<file path="src/rtl/cpu_pkg.sv">
// rtl/cpu_pkg.sv - shared store-size/state types and word constants for the store data unit
package cpu_pkg;

  localparam int WORD_BYTES = 4;

  // Store access widths as encoded by the control FSM; 2'b11 is handled as a word.
  typedef enum logic [1:0] {
    SZ_BYTE = 2'b00,
    SZ_HALF = 2'b01,
    SZ_WORD = 2'b10
  } st_size_e;

  // Store port sequencing states.
  typedef enum logic [1:0] {
    ST_IDLE = 2'b00,
    ST_REQ  = 2'b01,
    ST_DONE = 2'b10,
    ST_ERR  = 2'b11
  } st_state_e;

endpackage

</file>
<file path="src/rtl/store_lane_align.sv">
// rtl/store_lane_align.sv - maps a store size/offset/data onto little-endian byte lanes
module store_lane_align
  import cpu_pkg::*;
(
  input  logic [1:0]  size,
  input  logic [1:0]  addr,
  input  logic [31:0] data,
  output logic [31:0] writedata,
  output logic [3:0]  byteenable,
  output logic        misaligned
);

  // Place the low byte/half of data in the addressed lanes; unused lanes stay zero.
  always_comb begin
    writedata  = 32'h0;
    byteenable = 4'b0000;
    misaligned = 1'b0;
    case (size)
      SZ_BYTE: begin
        writedata  = {24'h0, data[7:0]} << {addr, 3'b000};
        byteenable = 4'b0001 << addr;
      end
      SZ_HALF: begin
        misaligned = addr[0];
        if (addr[1]) begin
          writedata  = {data[15:0], 16'h0};
          byteenable = 4'b1100;
        end else begin
          writedata  = {16'h0, data[15:0]};
          byteenable = 4'b0011;
        end
      end
      default: begin
        misaligned = (addr != 2'b00);
        writedata  = data;
        byteenable = 4'b1111;
      end
    endcase
  end

endmodule

</file>
<file path="src/rtl/store_data_unit.sv">
// rtl/store_data_unit.sv - SB/SH/SW store port driving one Avalon write; STORE_TIMEOUT_EN adds a stall abort
module store_data_unit
  import cpu_pkg::*;
#(
  parameter int ADDR_WIDTH     = 32,
  parameter int TIMEOUT_CYCLES = 255
) (
  input  logic                  clk,
  input  logic                  reset,
  input  logic                  st_start,
  input  logic [1:0]            st_size,
  input  logic [ADDR_WIDTH-1:0] st_addr,
  input  logic [31:0]           st_data,
  input  logic                  mem_waitrequest,
  output logic [ADDR_WIDTH-1:0] mem_address,
  output logic                  mem_write,
  output logic [31:0]           mem_writedata,
  output logic [3:0]            mem_byteenable,
  output logic                  st_busy,
  output logic                  st_done,
  output logic                  st_err
);

  localparam int OFS_W = $clog2(WORD_BYTES);

  st_state_e   state;
  logic [31:0] lane_data;
  logic [3:0]  lane_be;
  logic        lane_mis;

`ifdef STORE_TIMEOUT_EN
  localparam int CNT_W = ($clog2(TIMEOUT_CYCLES + 1) > 8) ? $clog2(TIMEOUT_CYCLES + 1) : 8;
  logic [CNT_W-1:0] stall_cnt;
`else
  logic [31:0] unused_timeout;
  assign unused_timeout = TIMEOUT_CYCLES;
`endif

  store_lane_align u_align (
    .size       (st_size),
    .addr       (st_addr[1:0]),
    .data       (st_data),
    .writedata  (lane_data),
    .byteenable (lane_be),
    .misaligned (lane_mis)
  );

  // Store FSM: accept a request in IDLE, hold the write through waitrequest, pulse done/err.
  always_ff @(posedge clk or negedge reset) begin
    if (!reset) begin
      state          <= ST_IDLE;
      mem_address    <= '0;
      mem_write      <= 1'b0;
      mem_writedata  <= 32'h0;
      mem_byteenable <= 4'b0000;
      st_busy        <= 1'b0;
      st_done        <= 1'b0;
      st_err         <= 1'b0;
`ifdef STORE_TIMEOUT_EN
      stall_cnt      <= '0;
`endif
    end else begin
      case (state)
        ST_IDLE: begin
          st_done <= 1'b0;
          st_err  <= 1'b0;
          if (st_start) begin
            if (lane_mis) begin
              st_err <= 1'b1;
              state  <= ST_ERR;
            end else begin
              mem_address    <= {st_addr[ADDR_WIDTH-1:OFS_W], {OFS_W{1'b0}}};
              mem_writedata  <= lane_data;
              mem_byteenable <= lane_be;
              mem_write      <= 1'b1;
              st_busy        <= 1'b1;
              state          <= ST_REQ;
`ifdef STORE_TIMEOUT_EN
              stall_cnt      <= '0;
`endif
            end
          end
        end
        ST_REQ: begin
          if (!mem_waitrequest) begin
            mem_write      <= 1'b0;
            mem_byteenable <= 4'b0000;
            st_busy        <= 1'b0;
            st_done        <= 1'b1;
            state          <= ST_DONE;
          end
`ifdef STORE_TIMEOUT_EN
          else if (stall_cnt == CNT_W'(TIMEOUT_CYCLES - 1)) begin
            mem_write      <= 1'b0;
            mem_byteenable <= 4'b0000;
            st_busy        <= 1'b0;
            st_err         <= 1'b1;
            state          <= ST_ERR;
          end else begin
            stall_cnt <= stall_cnt + 1'b1;
          end
`endif
        end
        ST_DONE: begin
          st_done <= 1'b0;
          state   <= ST_IDLE;
        end
        default: begin
          st_err <= 1'b0;
          state  <= ST_IDLE;
        end
      endcase
    end
  end

endmodule

</file>
<file path="config.mk">
export PLATFORM = sky130hd
export DESIGN_NAME = store_data_unit
export DESIGN_NICKNAME = d
export VERILOG_FILES = /design/src/rtl/cpu_pkg.sv /design/src/rtl/store_lane_align.sv /design/src/rtl/store_data_unit.sv
export SDC_FILE = /design/constraint.sdc
export NUM_CORES = 1
export LEC_CHECK = 0
export ABC_AREA = 1
export BUFFER_PORTS_ARGS = -buffer_cell sky130_fd_sc_hd__buf_2
export CAP_MARGIN = 20
export CORE_ASPECT_RATIO = 0.7
export CORE_MARGIN = 5
export CORE_UTILIZATION = 35
export CTS_CLUSTER_SIZE = 8
export DETAILED_ROUTE_END_ITERATION = 12
export SLEW_MARGIN = 20
export SYNTH_ARGS = -nofsm -noshare
export SYNTH_HDL_FRONTEND = slang
export SYNTH_HIERARCHICAL = 1
export SYNTH_SLANG_ARGS = --single-unit
</file>
<file path="constraint.sdc">
create_clock -name clk -period 1.3 [get_ports clk]
set_input_delay 0.26 -clock clk [delete_from_list [all_inputs] [get_ports clk]]
set_output_delay 0.26 -clock clk [all_outputs]
set_load 0.05 [all_outputs]
</file>
-- Word-level counts from Yosys, hierarchy flattened
Cells that the tools add are included.
- register bits after elaboration: 71
- input bits: 70
- logic and storage cells: 49
- equality and inequality tests: 6
- shift operators: 2
- muxes and demuxes: 22
- bitwise gates (word level): 1
- reductions and logical operators: 11
- operators by type and width (cell ; number):
    $pmux 32 s2 ; 1
    $mux 32 ; 1
    $shl 8x5->32 ; 1
    $mux 4 ; 4
    $pmux 4 s2 ; 2
    $pmux 1 s2 ; 4
    $mux 1 ; 6
    $mux 2 ; 3
    $ne 2x2->1 const B ; 3
    $reduce_bool 2->1 ; 3
    $eq 2x1->1 const B ; 2
    $logic_not 2->1 ; 2
    $pmux 2 s2 ; 1
    $reduce_and 2->1 ; 2
    $reduce_and 4->1 ; 1
    $reduce_or 2->1 ; 2
    $shl 1x2->4 const A ; 1
    $reduce_and 3->1 ; 1
    $eq 2x2->1 const B ; 1
    $not 1->1 ; 1

-- Longest topological paths before layout
Gate-level depths: netlist (run 1).
- depth after elaboration: 5
- gate-level depth with buffers: 10

-- Modules after synthesis
The synthesis (run 1) kept the hierarchy.
- modules (own cells, without submodules) (module ; instances ; cells each ; area each (sq um)):
    store_data_unit ; 1 ; 340 ; 3050.4
    store_lane_align ; 1 ; 143 ; 651.9

-- Least setup slack after synthesis (run 1)
OpenSTA, ideal clock, no wires.
- path kind: input to register
- from: in st_addr[0]
- to: reg mem_address[10]
- arrival: 1.613 ns
- required time: 1.235 ns
- path slack: -0.378 ns
- cell stages on the path: 9
- path through: buf_2 > buf_2 > inv_1 > a21oi_1 > nor2_8 > nand2_4 > buf_6 > nand2_1 > nand2_1
- cells in the longest elaborated chain, start to end: 4
- RTL lines (item ; line ; text):
    from (decl) ; store_data_unit.sv:12 ; input logic [ADDR_WIDTH-1:0] st_addr,
    $reduce_bool 2->1 ; store_lane_align.sv:34 ; misaligned = (addr != 2'b00);
    $pmux 1 s2 * ; store_lane_align.sv:18 ; case (size)
    named net lane_mis ; store_data_unit.sv:29 ; logic lane_mis;
    $not 1->1 (no source line) * ; n/a ;
    $reduce_and 3->1 (no source line) * ; n/a ;
    to (signal assigned) ; store_data_unit.sv:72 ; mem_address <= {st_addr[ADDR_WIDTH-1:OFS_W], {OFS_W{1'b0}}};
    to (decl) ; store_data_unit.sv:15 ; output logic [ADDR_WIDTH-1:0] mem_address,
Mark *: on every way through the listed nets, which the timed path passes. The rest lies on a longest branch.
A chain may end at the register's enable or synchronous reset.

-- Final worst setup path (run 1)
- from: reg state[1]
- to: reg mem_writedata[2]
- cells in the longest elaborated chain, start to end: 2
- RTL lines (item ; line ; text):
    from (decl) ; store_data_unit.sv:26 ; st_state_e state;
    from (signal assigned) ; store_data_unit.sv:51 ; state <= ST_IDLE;
    from (signal assigned) ; store_data_unit.sv:70 ; state <= ST_ERR;
    from (signal assigned) ; store_data_unit.sv:77 ; state <= ST_REQ;
    $logic_not 2->1 ; store_data_unit.sv:63 ; case (state)
    $reduce_and 3->1 (no source line) ; n/a ;
    to (signal assigned) ; store_data_unit.sv:73 ; mem_writedata <= lane_data;
    to (decl) ; store_data_unit.sv:17 ; output logic [31:0] mem_writedata,
Every way passes these cells.

==> results.json, run 1 <==
{
  "dpl-instance-area_um2": 4740,
  "path_class_of_the_lowest_slack_min_delay_path": "primary input to flip-flop",
  "number_of_max_slew_violations_in_the_final_report": 0,
  "worst_clock_skew_ns": 0.00640,
  "clock_power_share": 0.167,
  "detailroute.via_count": 3836,
  "setup_viol": 69,
  "synthCells": 483,
  "gr-usage-all-layers": 0.182,
  "fin_cells": 791,
  "yosysWarnings": 6,
  "clk-insertion-delay-late_ns": 0.33,
  "tritoncts": "built",
  "synth_sequential_area_ratio": 0.480,
  "relative_area_change_from_synthesis_to_final_layout_pct": 47.2,
  "finalWirelength_um": 12000,
  "slowest_stage": "sky130_fd_sc_hd__dfrtp_1",
  "final_cell_area_um2": 5450,
  "drt_drc_violations_left": 0,
  "result_of_the_run": "complete, but fails checks",
  "grt_first_pass_wirelength_um": 18600,
  "cts-buffers-inserted": 9,
  "fin_hold_ws_ns": 0.151,
  "pwr_density_cell_nw_per_um2": 2730,
  "detailed_place_hpwl_um": 8540,
  "design.final.nets": 730,
  "path_clk_slew_ns": 0.06,
  "max_clock_freq_ghz": 0.722,
  "p_total_mw": 14.9,
  "fp.coreArea_um2": 10400,
  "final.setup.tns_ns": -3.82,
  "gr-total-overflow": 0,
  "final.period_utilization": 1.07,
  "critical_path.max_fanout": 11,
  "data_required_critical_path_ns": 1.57,
  "first_iter_violations": 235,
  "most_common_cell_after_layout_fill_and_taps_aside": "sky130_fd_sc_hd__nand2_1",
  "cp_num_buf_inv": 4,
  "mostFrequentLayoutCells": "169 x sky130_fd_sc_hd__nand2_1, 136 x sky130_fd_sc_hd__buf_2, 87 x sky130_fd_sc_hd__nand3_1",
  "criticalPathCategory": "flip-flop to flip-flop",
  "report.final.hold_viol_count": 0,
  "die_width_um": 133,
  "cells_along_the_critical_path": "inv_2, ha_4, inv_4, nor2_8, buf_6, clkbuf_16, nand3_1, nand2_1",
  "finalWeightedCongestion": 0.848,
  "dp.cells": 759,
  "violations_in_the_final_reports": "setup timing",
  "worstSetupStartpointType": "flip-flop",
  "cp_slowest_stage_delay_ns": 0.39,
  "worst_path_dominant_cell_family": "buffers and inverters",
  "first_global_vias": 3719,
  "share_comb_of_total_power": 0.573,
  "synth_area_per_cell_um2": 7.67,
  "switching_share": 0.515,
  "synth-compound-area-share": 0.0128,
  "power.share.sequential": 0.260,
  "netlist_area_um2": 3700,
  "synth_xor_area_frac": 0,
  "max-clock-path-buffers": 2,
  "preCtsSetupSlack_ns": -0.107,
  "initial_core_util": 0.357,
  "leakagePower_nw": 3.08,
  "rows": 31,
  "layout_setup_ws_ns": -0.0855,
  "switchingPower_mw": 7.66,
  "p_int_mw": 7.22,
  "worst-r2r-setup-slack_ns": -0.09,
  "synth-seq-cells": 71,
  "htree_levels": 3,
  "port_buffers": 139,
  "die_area_um2": 12800,
  "max_cap_viols": 0,
  "detail_route.first_pass.iterations": 4,
  "ioPinCount": 142,
  "power.ir.vdd_worst_uv": 1530,
  "min_period_ns": 1.39,
  "wl_per_cell_um": 15.2,
  "post_detailed_route_count_of_antenna_violating_nets": 0,
  "antenna_found_initial": 0,
  "synth_top_family_by_area": "simple AND/OR/NAND/NOR gates",
  "synth.mux.area_fraction": 0,
  "via_density_per_instance": 4.85,
  "grt_setup_unrepaired": "yes",
  "cts.sink_count": 71,
  "library_cell_used_as_clock_root_buffer": "sky130_fd_sc_hd__clkbuf_16",
  "diodes": 0,
  "dieHeight_um": 96.1,
  "post_synth_and_or_nand_nor_area_fraction": 0.397,
  "grt_max_degree": 26,
  "cp_data_arrival_time_ns": 1.65,
  "layout-drive-gt1-share": 0.401,
  "worst_setup_path_end_kind": "flip-flop",
  "synth_fa_ha_area_frac": 0.0203,
  "synth_cell_type_count": 22,
  "finalCoreUtilization": 0.526
}
-- final cells by class --
| type | count | area, um2 |
|---|---|---|
| Clock buffer | 10 | 229 |
| Clock inverter | 6 | 68.8 |
| Fill cell | 991 | 4910 |
| Inverter | 27 | 104 |
| Multi-Input combinational cell | 354 | 1790 |
| Sequential cell | 71 | 1780 |
| Tap cell | 132 | 165 |
| Timing Repair Buffer | 191 | 1320 |
-- cell families after synthesis --
| kind of cell | after synthesis |
|---|---|
| AO/OA/AOI/OAI | 9 |
| adder cells (fa/ha/maj) | 6 |
| AND/OR/NAND/NOR | 337 |
| buffers and inverters | 59 |
| other | 1 |
| flip-flops | 71 |
-- synth_stat cells --
| library cell | instances | area [um2] |
|---|---|---|
| sky130_fd_sc_hd__buf_2 | 14 | 70.1 |
| sky130_fd_sc_hd__a21oi_1 | 3 | 15.0 |
| sky130_fd_sc_hd__a22oi_1 | 1 | 7.51 |
| sky130_fd_sc_hd__o21ai_1 | 1 | 5.00 |
| sky130_fd_sc_hd__inv_2 | 4 | 15.0 |
| sky130_fd_sc_hd__nor2_1 | 25 | 93.8 |
| sky130_fd_sc_hd__nand3_2 | 1 | 10.0 |
| sky130_fd_sc_hd__nor2_8 | 1 | 20.0 |
| sky130_fd_sc_hd__clkinv_1 | 1 | 3.75 |
| sky130_fd_sc_hd__or2_2 | 1 | 6.26 |
| sky130_fd_sc_hd__buf_4 | 12 | 90.1 |
| sky130_fd_sc_hd__nand4_1 | 15 | 93.8 |
| sky130_fd_sc_hd__nand2_4 | 3 | 33.8 |
| sky130_fd_sc_hd__conb_1 | 1 | 3.75 |
| sky130_fd_sc_hd__dfrtp_1 | 71 | 1780 |
| sky130_fd_sc_hd__nor2_2 | 2 | 12.5 |
| sky130_fd_sc_hd__o21ai_0 | 4 | 20.0 |
| sky130_fd_sc_hd__nand3_1 | 92 | 460 |
| sky130_fd_sc_hd__buf_6 | 6 | 67.6 |
| sky130_fd_sc_hd__ha_1 | 6 | 75.1 |
| sky130_fd_sc_hd__nand2_1 | 197 | 739 |
| sky130_fd_sc_hd__inv_1 | 22 | 82.6 |
-- metal layers --
layer | vias up | part of all wire | global-route usage
met5 | - | 0 | 0
met4 | 0 | 0.0063 | 0.0372
met3 | 10 | 0.098 | 0.0653
met2 | 154 | 0.43 | 0.272
met1 | 1783 | 0.47 | 0.255
li1 | 1889 | - | -
-- tightest hold or removal path: stages --
cell	delay, ns
sky130_fd_sc_hd__buf_2	0.08
sky130_fd_sc_hd__nand3_1	0.06
sky130_fd_sc_hd__nand2_1	0.05
-- sequential cells by signal, indices dropped and copies added, names as in the netlist --
signal,count
mem_writedata,32
mem_byteenable,4
st_done,1
st_busy,1
st_err,1
mem_address,30
state,2
-- final timing paths --
check / from / end / cells past startpoint
worst min register to register: mem_writedata[23] / mem_writedata[23] / 2
worst max-delay path: state[1] / mem_writedata[2] / 8
worst max register to register: state[1] / mem_writedata[2] / 8
max in group asynchronous: reset / mem_writedata[4] / 3
worst min-delay path: st_addr[26] / mem_address[26] / 3
min in group asynchronous: reset / mem_writedata[0] / 2
-- power groups by stage --
stage / clock network (mW) / logic [mW] / registers [mW]
after floorplan: 0 / 2.09 / 7.27
after global routing: 2.67 / 9.09 / 3.99
after CTS: 2.55 / 7.93 / 3.82
final: 2.49 / 8.53 / 3.86
after detailed placement: 0 / 7.57 / 3.83
after global placement: 0 / 7.48 / 3.80
-- timing repair --
action                                  in CTS  in global routing
endpoints found under the hold margin       16                  0
pin swaps                                    6                 28
resized for setup                           24                 38
hold buffers                                 1                  0
gates cloned                                 1                  5
buffers inserted                             7                  2
endpoints found under the setup margin      68                 72
Note: power is estimated with default switching activity, not from simulation.
==> inputs of run 2 (changes only) <==
--- a/config.mk
+++ b/config.mk
@@ -18,3 +18,4 @@
 export SYNTH_HDL_FRONTEND = slang
 export SYNTH_HIERARCHICAL = 1
 export SYNTH_SLANG_ARGS = --single-unit
+export TNS_END_PERCENT = 30
==> results.json, run 2 (synthesized netlist as in run 1, its figures left out) <==
{
  "result_of_the_run": "complete, but fails checks",
  "violations_in_the_final_reports": "setup timing",
  "cts-buffers-inserted": 9,
  "fillers": 995,
  "globalRouteMet2Util": 0.272,
  "detailed_place_hpwl_um": 8540,
  "cp_num_buf_inv": 4,
  "drt_drc_violations_left": 0,
  "layout.area.seq_um2": 1780,
  "layout-drive-gt1-share": 0.391,
  "r2r_cells": 8,
  "die_width_um": 133,
  "pwr_density_cell_nw_per_um2": 2730,
  "path_clk_slew_ns": 0.06,
  "rows": 31,
  "diodes": 0,
  "die_area_um2": 12800,
  "detail_route.first_pass.iterations": 5,
  "global_route.peak_usage_layer": "met2",
  "slowest_stage": "sky130_fd_sc_hd__dfrtp_1",
  "initial_core_util": 0.357,
  "finalWeightedCongestion": 0.848,
  "criticalPathCategory": "flip-flop to flip-flop",
  "grt_setup_unrepaired": "yes",
  "most_common_cell_after_layout_fill_and_taps_aside": "sky130_fd_sc_hd__nand2_1",
  "final.period_utilization": 1.06,
  "mostFrequentLayoutCells": "171 x sky130_fd_sc_hd__nand2_1, 136 x sky130_fd_sc_hd__buf_2, 91 x sky130_fd_sc_hd__nand3_1",
  "cp_num_cells": 8,
  "layout_setup_ws_ns": -0.0825,
  "leakagePower_nw": 3.07,
  "critical_path.max_fanout": 11,
  "multi_input_gate_area_in_the_final_layout_um2": 1750,
  "finalWirelength_um": 12000,
  "relative_area_change_from_synthesis_to_final_layout_pct": 46.0,
  "grt_first_pass_wirelength_um": 18600,
  "max_cap_viols": 0,
  "cp_data_arrival_time_ns": 1.65,
  "post_detailed_route_count_of_antenna_violating_nets": 0,
  "gr-usage-all-layers": 0.182,
  "max-clock-path-buffers": 2,
  "setup_viol": 67,
  "finalCoreUtilization": 0.522,
  "dpl-instance-area_um2": 4740,
  "max_flop_register": "mem_writedata",
  "library_cell_used_as_clock_root_buffer": "sky130_fd_sc_hd__clkbuf_16",
  "first_global_vias": 3718,
  "worst_clock_skew_ns": 0.00661,
  "dieHeight_um": 96.1,
  "preCtsSetupSlack_ns": -0.107,
  "data_required_critical_path_ns": 1.57,
  "timing.hold.worst_path_depth": 3,
  "htree_levels": 3,
  "ioPinCount": 142,
  "design.final.nets": 729,
  "antenna_found_initial": 0,
  "worst_path_dominant_cell_family": "buffers and inverters",
  "path_class_of_the_lowest_slack_min_delay_path": "primary input to flip-flop",
  "report.final.hold_viol_count": 0,
  "power.ir.vdd_worst_uv": 1520,
  "gr-total-overflow": 0,
  "first_iter_violations": 252,
  "grt_max_degree": 26,
  "reg.largest.list": "mem_writedata x32, mem_address x30, mem_byteenable x4",
  "groute.layer.met3.usage": 0.0653,
  "cts.sink_count": 71,
  "final_cell_area_um2": 5400,
  "via_density_per_instance": 4.89,
  "worstSetupStartpointType": "flip-flop",
  "max_clock_freq_ghz": 0.723,
  "tritoncts": "built",
  "cp_slowest_stage_delay_ns": 0.39,
  "worst_setup_path_end_kind": "flip-flop",
  "min_period_ns": 1.38,
  "port_buffers": 139,
  "number_of_max_slew_violations_in_the_final_report": 0,
  "clk-insertion-delay-late_ns": 0.33,
  "largest_register_ff_count": 32,
  "detailroute.via_count": 3866,
  "met1_use_gr": 0.255,
  "cells_along_the_critical_path": "inv_2, ha_4, inv_4, nor2_8, buf_6, clkbuf_16, nand3_1, nand2_1",
  "fp.coreArea_um2": 10400,
  "wl_per_cell_um": 15.1
}
-- run 2: changes by cell type in the layout (fill, tap and decap cells not counted), moves of 2 or more --
cell	change
sky130_fd_sc_hd__nand2_1	+2
sky130_fd_sc_hd__nand2_2	-2
sky130_fd_sc_hd__nand3_1	+4
sky130_fd_sc_hd__nand3_2	-4
-- run 2: report_power, final --
group	leakage, nW	internal (mW)	total, mW	switching (mW)
clock network	0.143	1.50	2.49	0.990
registers	0.899	3.24	3.86	0.618
logic	2.03	2.43	8.43	5.99
-- run 2: layout make-up --
| class | instances | share of cell area |
|---|---|---|
| flip-flops and latches | 71 | 0.329 |
| multi-input cells | 354 | 0.324 |
| repair buffers | 190 | 0.242 |
| clock buffers | 10 | 0.0424 |
| well taps | 132 | 0.0306 |
| inverters | 27 | 0.0192 |
| clock inverters | 6 | 0.0127 |
-- run 2: layer usage --
layer  wire (um)  part of all wire
met1        5510              0.46
met3        1270              0.11
met5           0                 0
met4         100            0.0084
met2        5080              0.42
-- run 2: repair_timing --
action | 4_1_cts | 5_1_grt
endpoints found under the hold margin | 16 | 0
pin swaps | 6 | 28
endpoints found under the setup margin | 68 | 72
gates cloned | 1 | 5
hold buffers | 1 | 0
resized for setup | 24 | 29
buffers inserted | 7 | 1
-- run 2: tightest hold or removal path: stages --
cell and delay, ns:
sky130_fd_sc_hd__buf_2 0.07, sky130_fd_sc_hd__nand3_1 0.06, sky130_fd_sc_hd__nand2_1 0.05
-- run 2: per-stage QoR --
step           hold slack (ns)  setup TNS [ns]  cells  power [mW]
2_1_floorplan          -0.0356           -1.60    484        9.36
3_3_place_gp             0.159           -1.88    759        11.3
3_5_place_dp             0.163           -5.45    759        11.4
4_1_cts                  0.146           -3.33    784        14.3
5_1_grt                  0.145           -9.41    790        15.6
6_report                 0.152           -3.82    790        14.8
-- run 2: worst paths after layout --
check                                  start                 to  slack [ns]
setup / recovery                    state[1]   mem_writedata[2]       -0.08
hold / removal                   st_addr[28]    mem_address[28]        0.15
setup reg to reg                    state[1]   mem_writedata[2]       -0.08
hold reg to reg            mem_writedata[23]  mem_writedata[23]        0.46
max in group asynchronous              reset   mem_writedata[4]        0.49
min in group asynchronous              reset   mem_writedata[0]        0.35
